--- config.mk ---
export PLATFORM = sky130hd
export DESIGN_NAME = wb_arbiter_n
export DESIGN_NICKNAME = d
export VERILOG_FILES = /design/src/rtl/lc3b_types.sv /design/src/rtl/wb_rr_picker.sv /design/src/rtl/wb_arbiter_n.sv
export SDC_FILE = /design/constraint.sdc
export NUM_CORES = 1
export LEC_CHECK = 0
export CORE_AREA = 3 3 290 292
export CTS_CLUSTER_DIAMETER = 120
export DETAILED_ROUTE_END_ITERATION = 16
export DIE_AREA = 0 0 293 295
export HOLD_SLACK_MARGIN = 0.02
export PLACE_DENSITY = 0.39
export SLEW_MARGIN = 20
export SYNTH_ARGS = -nofsm -noshare
export SYNTH_HDL_FRONTEND = slang
export SYNTH_SLANG_ARGS = --single-unit
--- constraint.sdc ---
create_clock -name CLK -period 1.98 [get_ports CLK]
set_input_delay 0.396 -clock CLK [delete_from_list [all_inputs] [get_ports CLK]]
set_output_delay 0.396 -clock CLK [all_outputs]
set_load 0.005 [all_outputs]
--- src/rtl/lc3b_types.sv ---
// lc3b_types: shared arbitration enums and index helper for the Wishbone arbiter
package lc3b_types;
    typedef enum logic {ARB_FIXED, ARB_RR} arb_mode_t;
    typedef enum logic [1:0] {IDLE, BUSY, DONE} arb_state_t;
    function automatic int wrap_add(input int a, input int b, input int n);
        int s;
        s = a + b;
        return (s >= n) ? s - n : s;
    endfunction
endpackage

--- src/rtl/wb_rr_picker.sv ---
// wb_rr_picker: combinational fixed-priority / round-robin winner selection
module wb_rr_picker
    import lc3b_types::*;
#(
    parameter int NUM_PORTS = 2,
    localparam int IW = $clog2(NUM_PORTS)
) (
    input  logic [NUM_PORTS-1:0] req,
    input  logic [IW-1:0]        rr_ptr,
    input  arb_mode_t            mode,
    output logic [NUM_PORTS-1:0] win_oh,
    output logic [IW-1:0]        win_idx
);
    int start;
    int p;
    // Scan from the back of the search order so the first requester in order is written last.
    always_comb begin
        start = (mode == ARB_RR) ? int'(rr_ptr) : 0;
        p = 0;
        win_oh = '0;
        win_idx = '0;
        for (int k = NUM_PORTS - 1; k >= 0; k--) begin
            p = wrap_add(start, k, NUM_PORTS);
            if (req[p]) begin
                win_oh = '0;
                win_oh[p] = 1'b1;
                win_idx = IW'(p);
            end
        end
    end
endmodule

--- src/rtl/wb_arbiter_n.sv ---
// wb_arbiter_n: N-port Wishbone arbiter feeding a single downstream port
module wb_arbiter_n
    import lc3b_types::*;
#(
    parameter int NUM_PORTS = 2,
    parameter int ADR_W = 12,
    parameter int DAT_W = 128,
    parameter int ARB_MODE = 0,
    localparam int SEL_W = DAT_W / 8,
    localparam int IW = $clog2(NUM_PORTS)
) (
    input  logic                       CLK,
    input  logic                       RST,
    input  logic [NUM_PORTS-1:0]       s_cyc,
    input  logic [NUM_PORTS-1:0]       s_stb,
    input  logic [NUM_PORTS-1:0]       s_we,
    input  logic [NUM_PORTS*ADR_W-1:0] s_adr,
    input  logic [NUM_PORTS*DAT_W-1:0] s_dat_w,
    input  logic [NUM_PORTS*SEL_W-1:0] s_sel,
    output logic [DAT_W-1:0]           s_dat_r,
    output logic [NUM_PORTS-1:0]       s_ack,
    output logic [NUM_PORTS-1:0]       s_rty,
    output logic                       m_cyc,
    output logic                       m_stb,
    output logic                       m_we,
    output logic [ADR_W-1:0]           m_adr,
    output logic [DAT_W-1:0]           m_dat_w,
    output logic [SEL_W-1:0]           m_sel,
    input  logic [DAT_W-1:0]           m_dat_r,
    input  logic                       m_ack,
    input  logic                       m_rty,
    output logic [NUM_PORTS-1:0]       grant
);
    localparam arb_mode_t MODE = (ARB_MODE == 1) ? ARB_RR : ARB_FIXED;
    arb_state_t state_q, state_d;
    logic [NUM_PORTS-1:0] grant_q, grant_d, req, win_oh;
    logic [IW-1:0] gidx_q, gidx_d, rr_ptr_q, rr_ptr_d, win_idx;
    logic busy, g_cyc, g_req;
    assign req = s_cyc & s_stb;
    wb_rr_picker #(.NUM_PORTS(NUM_PORTS)) u_picker (
        .req     (req),
        .rr_ptr  (rr_ptr_q),
        .mode    (MODE),
        .win_oh  (win_oh),
        .win_idx (win_idx)
    );
    assign busy  = state_q == BUSY;
    assign g_cyc = s_cyc[gidx_q];
    assign g_req = g_cyc & s_stb[gidx_q];
    // A dropped s_cyc ends the transaction like an ACK/RTY, but nothing is forwarded upstream.
    always_comb begin
        state_d = state_q;
        grant_d = grant_q;
        gidx_d = gidx_q;
        rr_ptr_d = rr_ptr_q;
        if (state_q == IDLE && |req) begin
            state_d = BUSY;
            grant_d = win_oh;
            gidx_d = win_idx;
        end else if (busy && (!g_cyc || m_ack || m_rty)) begin
            state_d = DONE;
            grant_d = '0;
            rr_ptr_d = IW'(wrap_add(int'(gidx_q), 1, NUM_PORTS));
        end else if (!busy && state_q != IDLE) begin
            state_d = IDLE;
        end
    end
    always_ff @(posedge CLK) begin
        if (RST) begin
            state_q <= IDLE;
            grant_q <= '0;
            gidx_q <= '0;
            rr_ptr_q <= '0;
        end else begin
            state_q <= state_d;
            grant_q <= grant_d;
            gidx_q <= gidx_d;
            rr_ptr_q <= rr_ptr_d;
        end
    end
    assign m_cyc   = busy & g_req;
    assign m_stb   = busy & g_req;
    assign m_we    = busy & s_we[gidx_q];
    assign m_adr   = busy ? s_adr[int'(gidx_q)*ADR_W +: ADR_W] : '0;
    assign m_dat_w = busy ? s_dat_w[int'(gidx_q)*DAT_W +: DAT_W] : '0;
    assign m_sel   = busy ? s_sel[int'(gidx_q)*SEL_W +: SEL_W] : '0;
    assign s_ack   = (busy & g_cyc & m_ack) ? grant_q : '0;
    assign s_rty   = (busy & g_cyc & m_rty & ~m_ack) ? grant_q : '0;
    assign s_dat_r = m_dat_r;
    assign grant   = grant_q;
endmodule

==> qor.log, run 1 <==
INFO  synth          synth-main-ff-cell=dfxtp_1
INFO  clock_tree     holdBufCountCts=0
INFO  synth          ys_seq_elements=5
INFO  synth          synth-edff-count=0
INFO  timing         skew=0.00175ns
INFO  routing        drc=0
INFO  critical_path  crit_path_end_kind=primary output
INFO  critical_path  path_buf_inv=4
INFO  global_route   overflow=0
INFO  timing         rsz0062_at_grt=yes
INFO  timing         setup_ws=-0.0862ns
INFO  critical_path  cp.required=1.58ns
INFO  synth          synth_nets=959
INFO  clock_tree     clk_pin_slew=0.03ns
INFO  critical_path  slowest_stage=dfxtp_4
INFO  floorplanning  die-height=295um
INFO  synth          synth-warning-count=0
INFO  power_and_ir_drop power-per-cell-area=282nW/um^2
INFO  timing         slew_headroom=78.3%
INFO  clock_tree     clock_tree_from_tritoncts=built
INFO  finish         fraction_of_layout_instances_using_a_drive_strength_above_1=33.0%
INFO  synth          post_synthesis_instance_area=3690squm
INFO  placement      buffer_ports.inserted=486
INFO  finish         syn2layout_area_growth=178%
INFO  timing         achievable-frequency=484MHz
INFO  timing         min_period_over_period=104%
INFO  global_route   grt_antenna_before_repair=5
INFO  routing        detail_route.wl_per_cell=15.5um
INFO  floorplanning  design.die.area=86400squm
INFO  synth          ys_seq_area_share=2.71%
INFO  finish         fin_cells=2053
INFO  synth          synth_cell_types=21
INFO  finish         final_util=12.6%
INFO  synth          yosysTopAreaCell=mux2i_1
INFO  critical_path  crit_top_cell=buf_8
INFO  synth          netlist_instances=509
INFO  critical_path  path_class=flip-flop to primary output
INFO  routing        detail_route.iter0.violations=101
INFO  clock_tree     clock-sinks=5
INFO  finish         fin_nets=1428
INFO  global_route   via_count_of_the_first_global_routing_pass=5999
INFO  min_path       worst_hold_path_type=flip-flop to flip-flop
INFO  clock_tree     h_tree_level_count=1
INFO  placement      place.detailed.instances=1948
INFO  global_route   grt_max_degree=22
INFO  floorplanning  num_rows=105
INFO  timing         final_min_period=2.07ns
INFO  routing        route.antenna.remaining_nets=0
INFO  critical_path  worst_path_largest_cell_delay=0.34ns
INFO  global_route   grt_first_pass_wirelength=41800um
INFO  routing        viasPerCell=2.63
INFO  timing         final-hold-violation-count=0
INFO  synth          syn_area_per_cell=7.25squm
INFO  clock_tree     maximum_clock_path_buffer_count=2
INFO  timing         finalSetupViolations=59
INFO  routing        drt_first_pass_iters=4
INFO  critical_path  critical_path.max_fanout=5
INFO  run            max-cap-violations=0
INFO  finish         filler_cell_count=9425
INFO  timing         final_max_slew_viol_count=0
INFO  power_and_ir_drop static-leakage-power=4.03nW
INFO  routing        routed_wirelength=31900um
INFO  critical_path  crit_arrival=1.67ns
INFO  critical_path  reg_to_reg_setup_timing_slack=0.33ns
INFO  routing        vias=5394
INFO  critical_path  startpoint_type_of_the_worst_setup_path=flip-flop
INFO  floorplanning  floorplan.die.width=293um
INFO  timing         slew_at_the_pin_closest_to_its_max_slew_limit=0.324ns
INFO  synth          synth_largest_type_area_fraction=42.8%
INFO  clock_tree     cts_made_buffers=3
INFO  clock_tree     cts_root_buffer=clkbuf_16
INFO  floorplanning  initial_core_utilization=4.51%
INFO  global_route   combined_global_route_utilization_of_all_metal_layers=6.75%
INFO  floorplanning  design.core.area=81800squm
INFO  synth          asr_flop_ratio_synth=0%
INFO  floorplanning  io_pins=743
INFO  outcome        outcome=finished, violations left
INFO  clock_tree     clock_latency_late_sink=0.23ns
INFO  critical_path  path_cells=buf_12 -> buf_16 -> buf_8 -> mux2i_4 -> nor2_4 -> and3_4 -> buf_8
INFO  power_and_ir_drop ir_worst_vdd=0.189mV
INFO  placement      finalWeightedCongestion=0.803
INFO  outcome        failed_checks=setup timing
INFO  synth          synth.area.top_cells=mux2i_1 (43%), buf_4 (27%), nor2_1 (16%), buf_6 (3.7%), dfxtp_1 (2.7%)
INFO  placement      detailed_place_hpwl=24200um
INFO  critical_path  path_delay_family=buffers and inverters
final timing paths:
kind	startpoint	cells past startpoint	endpoint
worst max-delay path	gidx_q	7	s_ack[1]
worst min-delay path	state_q[1]	3	state_q[0]
worst max register to register	gidx_q	7	grant[1]
worst min register to register	state_q[1]	3	state_q[0]
registers in the layout (all words and copies together), names as in the netlist:
name     cells
grant        2
state_q      2
gidx_q       1
synthesized netlist by cell type, types with 2 or more instances:
library cell and instances:
buf_4 135, and4b_1 2, mux2i_1 158, nor3_1 3, o21a_1 2, nor2_1 159, nand2b_1 2, buf_2 18
buf_6 12, dfxtp_1 5, nor2b_1 2, and3_1 2
worst register-to-register path: stages, from the launching register on:
cell,delay (ns)
dfxtp_4,0.34
buf_12,0.14
buf_16,0.15
buf_8,0.13
mux2i_4,0.19
buf_4,0.15
nor3_2,0.25
o221a_1,0.24
routing by layer:
metal	GRT usage (%)	vias to the layer above	wire (um)
li1	-	2511	-
met1	6.86	2343	11400
met2	11.9	451	15300
met3	2.86	89	3850
met4	3.24	0	1370
met5	0	-	0
cell type report:
type	instances	area [sq um]	area share (%)
Antenna cell	6	15.0	0.146
Clock buffer	4	78.8	0.767
Inverter	1	3.75	0.0365
Multi-Input combinational cell	338	2620	25.5
Sequential cell	5	104	1.01
Tap cell	1070	1340	13.0
Timing Repair Buffer	629	6120	59.5
placed cells by master (no fill, tap or decap):
master / synthesis / final
clkdlybuf4s50_1: 0 / 328
nor2_1: 159 / 149
mux2i_1: 158 / 132
buf_2: 18 / 116
buf_6: 12 / 54
buf_4: 135 / 44
dlygate4sd2_1: 0 / 24
buf_8: 0 / 21
buf_12: 0 / 21
mux2i_2: 1 / 14
mux2i_4: 0 / 13
buf_16: 0 / 10
clkbuf_2: 0 / 8
nor2_2: 0 / 7
diode_2: 0 / 6
dfxtp_1: 5 / 4
nor2_4: 0 / 3
clkbuf_16: 0 / 3
and4b_1: 2 / 2
and3_4: 0 / 2
nor3_2: 1 / 2
nor2b_1: 2 / 2
o21a_1: 2 / 2
nor3_1: 3 / 2
clkdlybuf4s15_1: 0 / 2
nand2b_4: 0 / 1
and4bb_2: 1 / 1
nand4bb_1: 1 / 1
o221a_1: 1 / 1
nand2b_1: 2 / 1
o32ai_1: 1 / 1
a21o_1: 1 / 1
inv_1: 1 / 1
a221oi_1: 1 / 1
clkbuf_1: 0 / 1
bufbuf_16: 0 / 1
dfxtp_4: 0 / 1
cell families (layout without fill, tap and decap cells):
group                  count (synthesis)  in the layout  share of synthesized area, %
flip-flops                             5              5                          2.71
other                                  0              6                             0
AO/OA/AOI/OAI                          6              6                          1.39
multiplexers                         159            159                          43.2
buffers and inverters                166            634                          33.6
AND/OR/NAND/NOR                      173            173                          19.0
what timing repair did:
action	CTS	global route
setup endpoints to repair	161	137
gates cloned	11	0
pin swaps	45	57
gates resized for setup	659	77
buffers inserted	88	16
power by group:
group | total [W] | internal [W] | switching, W
logic | 0.00244 | 0.00155 | 0.000892
clock network | 0.000339 | 0.000267 | 0.0000713
registers | 0.000120 | 0.000110 | 0.0000101
total | 0.00290 | 0.00192 | 0.000974
stage by stage:
step	total power, W	hold slack (ns)	setup TNS (ns)	instance area (sq um)	setup slack [ns]
2_1_floorplan	0.000976	0.475	0	3690	0.412
3_3_place_gp	0.00218	0.628	-7.68	9160	-0.449
3_5_place_dp	0.00218	0.634	-7.75	9160	-0.424
4_1_cts	0.00295	0.648	-6.80	10300	-0.190
5_1_grt	0.00310	0.672	-9.46	10300	-0.172
6_report	0.00290	0.634	-1.67	10300	-0.0862
No activity file was read; power rests on OpenSTA's default activity.
==> run 2: changes to the inputs <==
--- a/config.mk
+++ b/config.mk
@@ -5,13 +5,16 @@
 export SDC_FILE = /design/constraint.sdc
 export NUM_CORES = 1
 export LEC_CHECK = 0
-export CORE_AREA = 3 3 290 292
+export CELL_PAD_IN_SITES_DETAIL_PLACEMENT = 1
+export CELL_PAD_IN_SITES_GLOBAL_PLACEMENT = 2
+export CORE_AREA = 3 3 288 290
 export CTS_CLUSTER_DIAMETER = 120
 export DETAILED_ROUTE_END_ITERATION = 16
-export DIE_AREA = 0 0 293 295
-export HOLD_SLACK_MARGIN = 0.02
-export PLACE_DENSITY = 0.39
+export DIE_AREA = 0 0 291 293
+export HOLD_SLACK_MARGIN = 0.05
+export PLACE_DENSITY = 0.68
 export SLEW_MARGIN = 20
 export SYNTH_ARGS = -nofsm -noshare
 export SYNTH_HDL_FRONTEND = slang
+export SYNTH_HIERARCHICAL = 1
 export SYNTH_SLANG_ARGS = --single-unit
==> run 2 against run 1 <==
Against the previous run:
- the run still ends with setup timing left
- first-iteration DRC count decreased by 57%
- fmax decreased by 3.1%
- wire length decreased by 1.0%
- critical path type unchanged
- sequential share of layout area increased by 0.17 points
- combinational power decreased by 21%
- worst setup slack got worse by 0.066 ns
- synthesized cell count increased by 3.1%
- register-to-register slack improved by 0.05 ns
- global-route usage decreased by 0.35 points
- highest routed layer is now met5
==> qor.log, run 2 <==
INFO  synth          yosysMostFrequentCell=nor2_1
INFO  synth          ys_seq_elements=6 [+1]
INFO  run            max-cap-violations=0 [unchanged]
INFO  placement      place.detailed.instances=1949 [+0.051%]
INFO  synth          yosysTopAreaCell=mux2i_1
INFO  clock_tree     holdBufCountCts=0 [unchanged]
INFO  critical_path  crit_path_end_kind=primary output
INFO  finish         finish.instance_area=10700squm [+4.2%]
INFO  synth          synth-edff-count=0 [unchanged]
INFO  timing         achievable-frequency=469MHz [-3.1%]
INFO  timing         final_min_period=2.13ns [+0.0662 ns]
INFO  clock_tree     clock-sinks=6 [+1]
INFO  routing        routed_wirelength=31600um [-1.0%]
INFO  clock_tree     cts_made_buffers=3 [unchanged]
INFO  synth          netlist_instances=525 [+3.1%]
INFO  synth          post_synthesis_instance_area=3740squm [+1.3%]
INFO  floorplanning  floorplan.die.width=291um [-0.68%]
INFO  clock_tree     maximum_clock_path_buffer_count=2 [unchanged]
INFO  timing         final_max_slew_viol_count=0 [unchanged]
INFO  routing        detail_route.wl_per_cell=15.4um [-1.2%]
INFO  critical_path  cp.required=1.58ns [about the same]
INFO  clock_tree     h_tree_level_count=1 [unchanged]
INFO  routing        vias=5506 [+2.1%]
INFO  placement      finalWeightedCongestion=0.797 [-0.69%]
INFO  synth          ys_seq_area_share=3.21% [+0.50 points]
INFO  min_path       worst_hold_path_type=flip-flop to flip-flop
INFO  finish         mostFrequentLayoutCell=clkdlybuf4s50_1
INFO  critical_path  path_class=flip-flop to primary output
INFO  floorplanning  initial_core_utilization=4.64% [+0.13 points]
INFO  power_and_ir_drop ir_worst_vdd=0.296mV [+56%]
INFO  critical_path  startpoint_type_of_the_worst_setup_path=flip-flop
INFO  finish         final_cell_mix=clkdlybuf4s50_1 (323), nor2_1 (133), mux2i_1 (125), buf_2 (69), buf_4 (55)
INFO  floorplanning  design.die.area=85300squm [-1.4%]
INFO  finish         fin_cells=2056 [+0.15%]
INFO  outcome        failed_checks=setup timing
INFO  clock_tree     clk_pin_slew=0.04ns [about the same]
INFO  power_and_ir_drop power-per-cell-area=225nW/um^2 [-20%]
INFO  global_route   grt_max_degree=43 [+95%]
INFO  routing        detail_route.iter0.violations=43 [-57%]
INFO  clock_tree     clock_tree_from_tritoncts=built
INFO  outcome        outcome=finished, violations left
INFO  synth          synth_cell_types=29 [+38%]
INFO  floorplanning  die-height=293um [-0.68%]
INFO  global_route   via_count_of_the_first_global_routing_pass=6174 [+2.9%]
INFO  timing         setup_ws=-0.152ns [-0.0662 ns]
INFO  synth          asr_flop_ratio_synth=0% [unchanged]
INFO  finish         syn2layout_area_growth=186%
INFO  global_route   grt_first_pass_wirelength=40700um [-2.5%]
INFO  synth          synth.area.top_cells=mux2i_1 (42%), buf_4 (28%), nor2_1 (16%), buf_2 (3.2%), dfxtp_1 (3.2%)
INFO  finish         fin_nets=1447 [+1.3%]
INFO  routing        viasPerCell=2.68 [+1.9%]
INFO  timing         fin_hold_ws=0.516ns [-0.119 ns]
INFO  global_route   overflow=0 [unchanged]
INFO  finish         antenna_cells=0 [-6]
INFO  global_route   grt_antenna_before_repair=6 [+1]
INFO  timing         finalSetupViolations=56 [-5.1%]
INFO  timing         min_period_over_period=108% [+3.3 points]
INFO  global_route   combined_global_route_utilization_of_all_metal_layers=6.39% [-0.35 points]
INFO  synth          synth_largest_type_area_fraction=42.3% [-0.54 points]
INFO  timing         rsz0062_at_grt=yes
INFO  synth          syn_area_per_cell=7.12squm [-1.8%]
INFO  placement      buffer_ports.inserted=486 [unchanged]
INFO  floorplanning  io_pins=743 [unchanged]
INFO  placement      place_area=9160squm [about the same]
INFO  routing        drt_first_pass_iters=4 [unchanged]
INFO  timing         setup-tns-final=-3.14ns [-1.47 ns]
INFO  synth          synth_commonest_cells=nor2_1 (161), mux2i_1 (158), buf_4 (141)
INFO  clock_tree     clock_latency_late_sink=0.23ns [about the same]
INFO  floorplanning  design.core.area=80500squm [-1.6%]
INFO  critical_path  critical_path.max_fanout=4 [-1]
INFO  power_and_ir_drop static-leakage-power=4.48nW [+11%]
INFO  floorplanning  num_rows=104 [-0.95%]
INFO  placement      detailed_place_hpwl=23100um [-4.4%]
INFO  routing        route.antenna.remaining_nets=0 [unchanged]
INFO  critical_path  crit_arrival=1.74ns [+0.07 ns]
INFO  synth          synth-warning-count=6 [+6]
INFO  finish         fraction_of_layout_instances_using_a_drive_strength_above_1=33.2% [+0.27 points]
INFO  routing        drc=0 [unchanged]
INFO  timing         skew=0.00250ns [+0.000755 ns]
INFO  synth          synth-main-ff-cell=dfxtp_1
INFO  clock_tree     cts_root_buffer=clkbuf_16
INFO  timing         final-hold-violation-count=0 [unchanged]
[run 2: cell types whose count changed in the layout (fill, tap and decap cells not counted), moves of 5 or more]
cell	delta
buf_12	-5
clkdlybuf4s50_1	-5
buf_2	-47
nor2_2	+15
buf_6	-7
clkbuf_16	+5
diode_2	-6
dlymetal6s2s_1	+29
mux2i_4	+6
mux2i_1	-7
clkbuf_2	+23
buf_4	+11
nor2_1	-16
[run 2: timing repair]
item                                    4_1_cts  5_1_grt
gates cloned                                  9        5
resized for setup                           395      270
endpoints found under the setup margin      160      132
buffers inserted                             54       47
pin swaps                                    13       29
[run 2: where the power goes]
| group | switching [W] | internal, W | leakage, nW |
|---|---|---|---|
| clock | 0.0000723 | 0.000267 | 0.0382 |
| sequential | 0.00000831 | 0.000128 | 0.0505 |
| combinational | 0.000691 | 0.00124 | 4.39 |
[run 2: area by class of cell]
class | instances | area, sq um
well taps | 1060 | 1330
clock buffers | 4 | 78.8
multi-input cells | 350 | 2840
repair buffers | 633 | 6330
inverters | 3 | 11.3
fillers | 9564 | 69800
flip-flops and latches | 6 | 126
[run 2: logic make-up (layout without fill, tap and decap cells)]
group	after synthesis	count (layout)	share of synthesized area [%]
buffers and inverters	170	640	32.2
AOI/OAI and AO/OA	10	10	2.28
other	1	2	0.100
DFF	6	6	3.21
and+or+nand+nor	178	178	19.2
muxes	160	160	43.0
[run 2: path summary, 6_finish.rpt]
kind                  from  endpoint  slack, ns  depth (start not counted)
setup / recovery    gidx_q  s_ack[1]      -0.15                          7
hold / removal    grant[0]  grant[0]       0.52                          2
setup reg to reg    gidx_q  rr_ptr_q       0.38                          5
hold reg to reg   grant[0]  grant[0]       0.52                          2
[run 2: per-layer routing]
metal,share of wire (%),GRT usage [%],vias to the layer above
met5,0.038,0,-
met4,3.8,2.31,2
met3,10,2.54,84
met2,51,12.0,412
met1,35,6.37,2459
li1,-,-,2549
[run 2: metrics by stage]
stage	util [%]	setup WS, ns	power [W]
floorplan	-	0.403	0.000787
global placement	11.4	-0.542	0.00173
detailed placement	11.4	-0.563	0.00174
CTS	12.4	-0.226	0.00226
global route	13.3	-0.199	0.00256
finish	13.3	-0.152	0.00241
[run 2: worst max-delay path, cell delays in order (launching register included)]
cell and delay (ns):
dfxtp_4 0.40, buf_6 0.13, mux2_4 0.31, and2_4 0.17, buf_6 0.12, buf_6 0.10
and3_4 0.16, buf_6 0.11
==> run 3: changes to the inputs <==
--- a/config.mk
+++ b/config.mk
@@ -11,6 +11,7 @@
 export CTS_CLUSTER_DIAMETER = 120
 export DETAILED_ROUTE_END_ITERATION = 16
 export DIE_AREA = 0 0 291 293
+export GPL_TIMING_DRIVEN = 0
 export HOLD_SLACK_MARGIN = 0.05
 export PLACE_DENSITY = 0.68
 export SLEW_MARGIN = 20
==> run 3 against run 2 <==
Against the previous run:
- the run still ends with setup timing left
- wire length rose by 13%
- highest routed layer unchanged
- cell count rose by 13%
- hold slack got worse by 0.0047 ns
==> qor.log, run 3 (synthesis gave the netlist of run 2 again) <==
INFO  placement      detailed_place_hpwl=29300um [+27%]
INFO  critical_path  path_class=flip-flop to primary output
INFO  floorplanning  initial_core_utilization=4.64% [unchanged]
INFO  clock_tree     cts_made_buffers=3 [unchanged]
INFO  routing        routed_wirelength=35700um [+13%]
INFO  floorplanning  floorplan.die.width=291um [unchanged]
INFO  power_and_ir_drop ir_worst_vdd=0.171mV [-42%]
INFO  timing         min_period_over_period=109% [+1.8 points]
INFO  floorplanning  design.die.area=85300squm [unchanged]
INFO  placement      finalWeightedCongestion=0.843 [+5.7%]
INFO  floorplanning  design.core.area=80500squm [unchanged]
INFO  critical_path  rr_startpoint=gidx_q
INFO  critical_path  worst_r2r_path_depth=6 [+1]
INFO  routing        drt_first_pass_iters=4 [unchanged]
INFO  finish         final_cell_mix=clkdlybuf4s50_1 (449), buf_4 (182), nor2_1 (135), mux2i_1 (129), buf_2 (77)
INFO  global_route   overflow=0 [unchanged]
INFO  global_route   grt_first_pass_wirelength=47100um [+15%]
INFO  min_path       whs_path_depth=2 [unchanged]
INFO  power_and_ir_drop power-per-cell-area=221nW/um^2 [-1.9%]
INFO  critical_path  crit_path_end_kind=primary output
INFO  routing        viasPerCell=2.83 [+5.7%]
INFO  global_route   combined_global_route_utilization_of_all_metal_layers=7.37% [+0.97 points]
INFO  outcome        outcome=finished, violations left
INFO  clock_tree     h_tree_level_count=1 [unchanged]
INFO  floorplanning  die-height=293um [unchanged]
INFO  critical_path  cp.required=1.58ns [about the same]
INFO  clock_tree     holdBufCountCts=0 [unchanged]
INFO  min_path       worst_hold_startpoint=grant[1]
INFO  min_path       min_to=grant[1]
INFO  routing        drc=0 [unchanged]
INFO  clock_tree     maximum_clock_path_buffer_count=2 [unchanged]
INFO  timing         final_max_slew_viol_count=0 [unchanged]
INFO  clock_tree     clock-sinks=6 [unchanged]
INFO  timing         setup_ws=-0.187ns [-0.0349 ns]
INFO  routing        route.antenna.remaining_nets=0 [unchanged]
INFO  routing        detail_route.wl_per_cell=15.4um [about the same]
INFO  outcome        failed_checks=setup timing
INFO  finish         fraction_of_layout_instances_using_a_drive_strength_above_1=38.8% [+5.6 points]
INFO  timing         final-hold-violation-count=0 [unchanged]
INFO  finish         mostFrequentLayoutCell=clkdlybuf4s50_1
INFO  critical_path  critical_path.max_fanout=7 [+3]
INFO  clock_tree     clk_pin_slew=0.03ns [about the same]
INFO  global_route   grt_max_degree=11 [-74%]
INFO  critical_path  crit_arrival=1.77ns [+0.03 ns]
INFO  clock_tree     clock_latency_late_sink=0.23ns [about the same]
INFO  min_path       worst_hold_path_type=flip-flop to flip-flop
INFO  power_and_ir_drop static-leakage-power=5.36nW [+20%]
INFO  critical_path  timing.rr.end=rr_ptr_q
INFO  run            max-cap-violations=0 [unchanged]
INFO  global_route   via_count_of_the_first_global_routing_pass=7182 [+16%]
INFO  critical_path  startpoint_type_of_the_worst_setup_path=flip-flop
INFO  timing         setup-tns-final=-5.14ns [-2.01 ns]
INFO  finish         final_util=16.1% [+2.8 points]
INFO  timing         rsz0062_at_grt=yes
INFO  timing         achievable-frequency=461MHz [-1.6%]
INFO  finish         fin_nets=1716 [+19%]
INFO  finish         syn2layout_area_growth=246%
INFO  global_route   grt_antenna_before_repair=6 [unchanged]
INFO  clock_tree     cts_root_buffer=clkbuf_16
INFO  floorplanning  num_rows=104 [unchanged]
INFO  timing         skew=0.000332ns [-0.00217 ns]
INFO  floorplanning  io_pins=743 [unchanged]
INFO  routing        detail_route.iter0.violations=76 [+77%]
INFO  critical_path  reg_to_reg_setup_timing_slack=0.28ns [-0.10 ns]
INFO  timing         final_min_period=2.17ns [+0.0349 ns]
INFO  placement      buffer_ports.inserted=613 [+26%]
INFO  clock_tree     clock_tree_from_tritoncts=built
INFO  routing        vias=6582 [+20%]
INFO  timing         finalSetupViolations=74 [+32%]
run 3: through the flow:
stage / worst slack (ns) / power, W / std cells / area [sq um] / hold slack (ns)
3_3_place_gp: -0.866 / 0.00221 / 2199 / 11200 / 0.492
6_report: -0.187 / 0.00285 / 2326 / 12900 / 0.511
5_1_grt: -0.256 / 0.00304 / 2326 / 12900 / 0.553
2_1_floorplan: 0.403 / 0.000787 / 526 / 3740 / 0.475
4_1_cts: -0.297 / 0.00278 / 2271 / 12400 / 0.517
3_5_place_dp: -0.877 / 0.00223 / 2199 / 11200 / 0.506
run 3: worst max path at each step:
stage	startpoint	to	slack [ns]	cells after the start
finish	gidx_q	m_dat_w[32]	-0.19	9
global route	gidx_q	m_dat_w[40]	-0.26	9
CTS	gidx_q	m_dat_w[14]	-0.30	5
detailed placement	s_cyc[0]	m_stb	-0.88	6
global placement	s_cyc[0]	m_stb	-0.87	6
floorplan	gidx_q	m_stb	0.40	5
run 3: where the power goes:
part | switching, W | internal [W] | leakage [nW]
Sequential | 0.00000741 | 0.000129 | 0.0502
Combinational | 0.000787 | 0.00160 | 5.27
Clock | 0.0000695 | 0.000259 | 0.0370
Total | 0.000864 | 0.00199 | 5.36
run 3: timing repair:
item,CTS,global route
cloned,6,6
endpoints found under the setup margin,163,155
pin swaps,13,36
buffers inserted,65,64
gates resized for setup,562,254
run 3: critical path, cell delays in order (launching register included):
cell and delay [ns]:
dfxtp_2 0.31, buf_12 0.15, buf_4 0.14, buf_8 0.13, buf_12 0.14, buf_12 0.13, buf_4 0.13, mux2i_2 0.13
nor2_1 0.11, clkbuf_2 0.14
run 3: layout make-up:
type                            instances  area (sq um)
Antenna cell                            2          5.00
Multi-Input combinational cell        350          2790
Clock buffer                            3          75.1
Tap cell                             1060          1330
Buffer                                162          1530
Fill cell                            9570         67600
Sequential cell                         6           124
Inverter                                3          11.3
Timing Repair Buffer                  740          7060
run 3: layer usage:
metal  wire (um)  GRT usage, %  up-vias
met5          10             0        -
li1            -             -     3096
met4         744          1.44        2
met3        3250          2.24       34
met2       19700          15.0      444
met1       12000          7.23     3006
